==> config.mk <==
export PLATFORM = sky130hd
export DESIGN_NAME = disp_share_arbiter
export DESIGN_NICKNAME = d
export VERILOG_FILES = /design/src/rtl/disp_pkg.sv /design/src/rtl/disp_share_arbiter_rr_pick.sv /design/src/rtl/disp_share_arbiter.sv
export SDC_FILE = /design/constraint.sdc
export NUM_CORES = 1
export LEC_CHECK = 0
export BUFFER_PORTS_ARGS = -buffer_cell sky130_fd_sc_hd__buf_2
export CORE_MARGIN = 3
export CORE_UTILIZATION = 50
export DETAILED_ROUTE_END_ITERATION = 12
export PLACE_DENSITY = 0.78
export SYNTH_ARGS = -nofsm -noshare
export SYNTH_HDL_FRONTEND = slang
export SYNTH_SLANG_ARGS = --single-unit
==> constraint.sdc <==
create_clock -name clk5 -period 3.15 [get_ports clk5]
set_clock_uncertainty 0.15 [all_clocks]
set_input_delay 0.63 -clock clk5 [delete_from_list [all_inputs] [get_ports clk5]]
set_output_delay 0.63 -clock clk5 [all_outputs]
set_load 0.05 [all_outputs]
==> src/rtl/disp_pkg.sv <==
// Shared definitions for the display-sharing arbiter: state encoding and
// display value width.
package disp_pkg;
  localparam int DISP_W = 16;

  typedef enum logic [1:0] {
    ST_IDLE   = 2'd0,
    ST_HOLD   = 2'd1,
    ST_SWITCH = 2'd2
  } state_t;
endpackage

==> src/rtl/disp_share_arbiter_rr_pick.sv <==
// Combinational round-robin picker: first set request at or after ptr,
// wrapping modulo NREQ.
module rr_pick #(
  parameter int NREQ  = 4,
  parameter int PTR_W = 2
) (
  input  logic [NREQ-1:0]  req,
  input  logic [PTR_W-1:0] ptr,
  output logic [NREQ-1:0]  win_onehot,
  output logic [PTR_W-1:0] win_idx,
  output logic             any_req
);

  logic w_found;

  always_comb begin
    win_onehot = '0;
    win_idx    = '0;
    any_req    = |req;
    w_found    = 1'b0;
    for (int k = 0; k < NREQ; k++) begin
      if (!w_found && req[(int'(ptr) + k) % NREQ]) begin
        w_found                               = 1'b1;
        win_onehot[(int'(ptr) + k) % NREQ]    = 1'b1;
        win_idx                               = PTR_W'((int'(ptr) + k) % NREQ);
      end
    end
  end

endmodule

==> src/rtl/disp_share_arbiter.sv <==
// Round-robin owner of the shared seven-segment display with a minimum
// dwell time and a one-cycle break-before-make gap between owners.
module disp_share_arbiter
  import disp_pkg::*;
#(
  parameter int          NREQ     = 4,
  parameter int          DWELL    = 5000000,
  parameter logic [15:0] IDLE_VAL = 16'h0000
) (
  input  logic                   clk5,
  input  logic                   reset,
  input  logic [NREQ-1:0]        req,
  input  logic [DISP_W*NREQ-1:0] val,
  output logic [NREQ-1:0]        grant,
  output logic [DISP_W-1:0]      dispVal,
  output logic                   blank
);

  localparam int PTR_W = $clog2(NREQ);
  localparam int CNT_W = $clog2(DWELL);

  state_t             r_state, w_state_nxt;
  logic [PTR_W-1:0]   r_ptr, w_ptr_nxt;
  logic [PTR_W-1:0]   r_owner, w_owner_nxt;
  logic [CNT_W-1:0]   r_cnt, w_cnt_nxt;
  logic [NREQ-1:0]    r_grant, w_grant_nxt;
  logic [DISP_W-1:0]  r_disp, w_disp_nxt;
  logic               r_blank, w_blank_nxt;

  logic [NREQ-1:0]    w_win_oh;
  logic [PTR_W-1:0]   w_win_idx;
  logic               w_any;
  logic [DISP_W-1:0]  w_win_val, w_own_val;
  logic [PTR_W-1:0]   w_ptr_inc;
  logic               w_cnt_sat, w_own_req, w_others;

  rr_pick #(.NREQ(NREQ), .PTR_W(PTR_W)) u_pick (
    .req        (req),
    .ptr        (r_ptr),
    .win_onehot (w_win_oh),
    .win_idx    (w_win_idx),
    .any_req    (w_any)
  );

  always_comb begin
    w_win_val = '0;
    w_own_val = '0;
    for (int i = 0; i < NREQ; i++) begin
      if (w_win_idx == PTR_W'(i)) w_win_val = val[i*DISP_W +: DISP_W];
      if (r_owner   == PTR_W'(i)) w_own_val = val[i*DISP_W +: DISP_W];
    end
  end

  // r_grant is the owner's one-hot mask in HOLD, so it doubles as the req filter.
  assign w_cnt_sat = (r_cnt == CNT_W'(DWELL - 1));
  assign w_own_req = |(req & r_grant);
  assign w_others  = |(req & ~r_grant);
  assign w_ptr_inc = (r_owner == PTR_W'(NREQ - 1)) ? '0 : r_owner + 1'b1;

  always_comb begin
    w_state_nxt = r_state;
    w_ptr_nxt   = r_ptr;
    w_owner_nxt = r_owner;
    w_cnt_nxt   = r_cnt;
    w_grant_nxt = r_grant;
    w_disp_nxt  = r_disp;
    w_blank_nxt = r_blank;
    case (r_state)
      ST_IDLE, ST_SWITCH: begin
        if (w_any) begin
          w_state_nxt = ST_HOLD;
          w_owner_nxt = w_win_idx;
          w_grant_nxt = w_win_oh;
          w_cnt_nxt   = '0;
          w_disp_nxt  = w_win_val;
          w_blank_nxt = 1'b0;
        end else begin
          w_state_nxt = ST_IDLE;
          w_grant_nxt = '0;
          w_disp_nxt  = IDLE_VAL;
          w_blank_nxt = 1'b1;
        end
      end
      ST_HOLD: begin
        w_disp_nxt = w_own_val;
        if (!w_own_req || (w_cnt_sat && w_others)) begin
          w_state_nxt = ST_SWITCH;
          w_grant_nxt = '0;
          w_ptr_nxt   = w_ptr_inc;
        end else if (!w_cnt_sat) begin
          w_cnt_nxt = r_cnt + 1'b1;
        end
      end
      default: begin
        w_state_nxt = ST_IDLE;
        w_grant_nxt = '0;
        w_disp_nxt  = IDLE_VAL;
        w_blank_nxt = 1'b1;
      end
    endcase
  end

  always_ff @(posedge clk5 or negedge reset) begin
    if (!reset) begin
      r_state <= ST_IDLE;
      r_ptr   <= '0;
      r_owner <= '0;
      r_cnt   <= '0;
      r_grant <= '0;
      r_disp  <= IDLE_VAL;
      r_blank <= 1'b1;
    end else begin
      r_state <= w_state_nxt;
      r_ptr   <= w_ptr_nxt;
      r_owner <= w_owner_nxt;
      r_cnt   <= w_cnt_nxt;
      r_grant <= w_grant_nxt;
      r_disp  <= w_disp_nxt;
      r_blank <= w_blank_nxt;
    end
  end

  assign grant   = r_grant;
  assign dispVal = r_disp;
  assign blank   = r_blank;

endmodule
==> out/metrics.yaml <==
status:
  status: "finished, final reports clean"
cts:
  hold_buffers: 0
  htreeDepth: 2
  post_cts_buffers: 0
  clk_path_buf_depth: 2
  clkTransAtPathRegs_ps: 100
  clk_latency_ps: 310
  cts_sinks: 50
  cts_tree: "built"
  cts_inserted_buffers: 5
  cts_root_buf: "clkbuf_8"
pwr:
  combPwrFrac_pct: 71.7
  pwr_density_cell_mw_per_mm2: 1010
  irDropWorstVdd_mv: 0.484
  p_leak_nw: 2.09
  clockPowerShare_pct: 8.6
  power.switching_mw: 2.31
  p_seq_share_pct: 19.7
  p_int_mw: 2.36
  p_sw_share_pct: 49.4
placement:
  hpwl_um: 7780
  port_buffers: 90
  routabilityCongestion: 0.924
  place_ws_ps: 139
floorplanning:
  core_mm2: 0.00745
  num_rows: 31
  die_h_um: 94.8
  dieArea_mm2: 0.00898
  start_util_pct: 52.9
  pin_count: 91
  dieWidth_um: 94.8
sta:
  setup_violations: 0
  hold_viol_final: 0
  maxSlewViolCount: 0
  finalCritPeriodShare_pct: 96.0
  totalNegativeSetupSlack_ps: 0
  relSlewSlack_pct: 20.2
  worstMarginPinSlew_ps: 1190
  rsz0062_at_grt: "no"
  setup_ws_ps: 125
  clock.fmax_mhz: 331
  hold_ws_ps: 151
  period_needed_ps: 3020
finish:
  final_cell_mix: "buf_2 (90), dfrtp_1 (49), nor2_1 (41), nand2_1 (35), mux2i_1 (32)"
  fin_nets: 608
  drive_above_1_share_pct: 27.2
  layout_commonest_cell: "buf_2"
  seq_area_mm2: 0.00125
  utilization_pct: 62.2
  num_antenna_cells: 0
  fill_cells: 641
  multi_input_area_mm2: 0.00246
  syn2layout_area_growth_pct: 17.6
global_routing:
  grt_use_total_pct: 23.5
  grt_pass1_wl_um: 17100
  antenna_found_initial: 0
  grt_pass1_vias: 3635
  grt_max_degree: 34
  grt.overflow.total: 0
route:
  wl_per_cell_um: 17.0
  ant_nets: 0
  drc: 0
  first_pass_iters: 5
  vias_per_cell: 6.07
  first_iter_violations: 267
  vias: 3793
  wl_um: 10600
synth:
  synth_area_leaders: "dfrtp_1 (31%), mux2i_1 (8.1%), ha_1 (4.1%)"
  syn_area_per_cell_um2: 8.90
  seq_area_frac_synth_pct: 31.8
  synth_edf_count: 0
  netlist-cell-type-count: 60
  async_reset_ff_share_pct: 100
  yosysTopAreaCellShare_pct: 31.1
  syn-num-nets: 526
  syn_inst: 443
  ys_warn_count: 0
  yosys.area.top_type: "dfrtp_1"
  ys.flop_type: "dfrtp_1"
  syn-cell-area_mm2: 0.00394
  synth-seq-cells: 50
critical_path:
  critPathLaunchType: "flip-flop"
  worstReg2RegStart: "r_ptr[0]"
  reg2reg_depth: 8
  cp.required_ps: 3220
  rrSetupSlack_ps: 130
  worstReg2RegEnd: "dispVal[10]"
  critPathMaxFanout: 16
  cp-startpoint: "r_ptr[0]"
  cp-end-kind: "flip-flop"
  critPathArrivalTime_ps: 3100
  worstSetupPathType: "flip-flop to flip-flop"
min_path:
  hp-class: "primary input to asynchronous set/reset pin"
flow_run:
  maxCapViolCount: 0
## through the flow
step	cell area, um2	instances	total power [mW]
after floorplan	3950	443	3.52
after global placement	4540	617	4.15
after CTS	4630	625	4.66
final	4640	625	4.67
after detailed placement	4540	617	4.25
after global routing	4640	625	4.98
## worst max-delay path by stage
stage | slack, ps | endpoint | cells past startpoint
floorplan | 30 | dispVal[15] | 12
global placement | 210 | dispVal[0] | 8
detailed placement | 140 | dispVal[0] | 8
CTS | 130 | dispVal[10] | 8
global route | 10 | dispVal[0] | 9
finish | 130 | dispVal[10] | 8
## repair_timing
item,in CTS,in global routing
setup endpoints to repair,0,5
endpoints found under the hold margin,0,0
resized for setup,0,1
## metal layers
metal	wire length (um)	track usage, %
met1	4450	29.2
met2	5240	41.7
met3	771	3.75
met4	163	7.09
met5	0	0
## cell usage after synthesis, types with 2 or more instances
master	count
a2111oi_0	5
a211oi_1	3
a21oi_1	18
a221oi_1	11
a22o_1	13
a22oi_1	10
a31oi_1	2
a41o_1	2
and3_1	3
buf_2	8
buf_6	3
clkbuf_1	23
dfrtp_1	49
ha_1	13
inv_1	19
mux2_2	6
mux2_4	4
mux2i_1	32
mux4_2	4
nand2_1	35
nand2b_1	3
nand3_1	24
nand3b_1	6
nand4_1	4
nor2_1	41
nor2b_1	8
nor3_1	7
nor4_1	4
o211ai_1	9
o21ai_0	17
o2bb2ai_1	4
o31ai_1	8
or3_1	2
xnor2_1	17
## cell families after synthesis
family	Yosys count	share of synthesized area (%)
and+or+nand+nor	148	18.8
AOI/OAI and AO/OA	114	21.4
buffers and inverters	55	6.48
DFF	50	31.8
muxes	46	13.7
xor gates and xnor gates	17	3.78
adders and majority gates	13	4.13
## state kept, by name (all words and copies together) (netlist names)
signal	cells
r_cnt	23
dispVal	16
grant	4
r_owner	2
r_ptr	2
r_state	2
blank	1
## critical path: stages (launching register included)
cell      delay (ps)
dfrtp_1          350
inv_1             90
ha_1             400
mux4_2           590
o41ai_2          470
or2_1            260
buf_12           190
mux2_2           340
o211ai_1         100
## power groups by stage
| stage | logic, mW | clock network (mW) | registers (mW) |
|---|---|---|---|
| floorplan | 2.19 | 0 | 1.34 |
| global placement | 3.22 | 0 | 0.925 |
| detailed placement | 3.32 | 0 | 0.928 |
| CTS | 3.33 | 0.411 | 0.917 |
| global route | 3.62 | 0.426 | 0.933 |
| finish | 3.35 | 0.403 | 0.918 |
## area by class of cell
class | instances | share of cell area (%)
multi-input cells | 338 | 53.1
flip-flops and latches | 50 | 27.0
repair buffers | 111 | 13.7
well taps | 99 | 2.67
clock buffers | 7 | 1.86
inverters | 19 | 1.54
clock inverters | 1 | 0.108
Power figures use the tool's default switching activity.
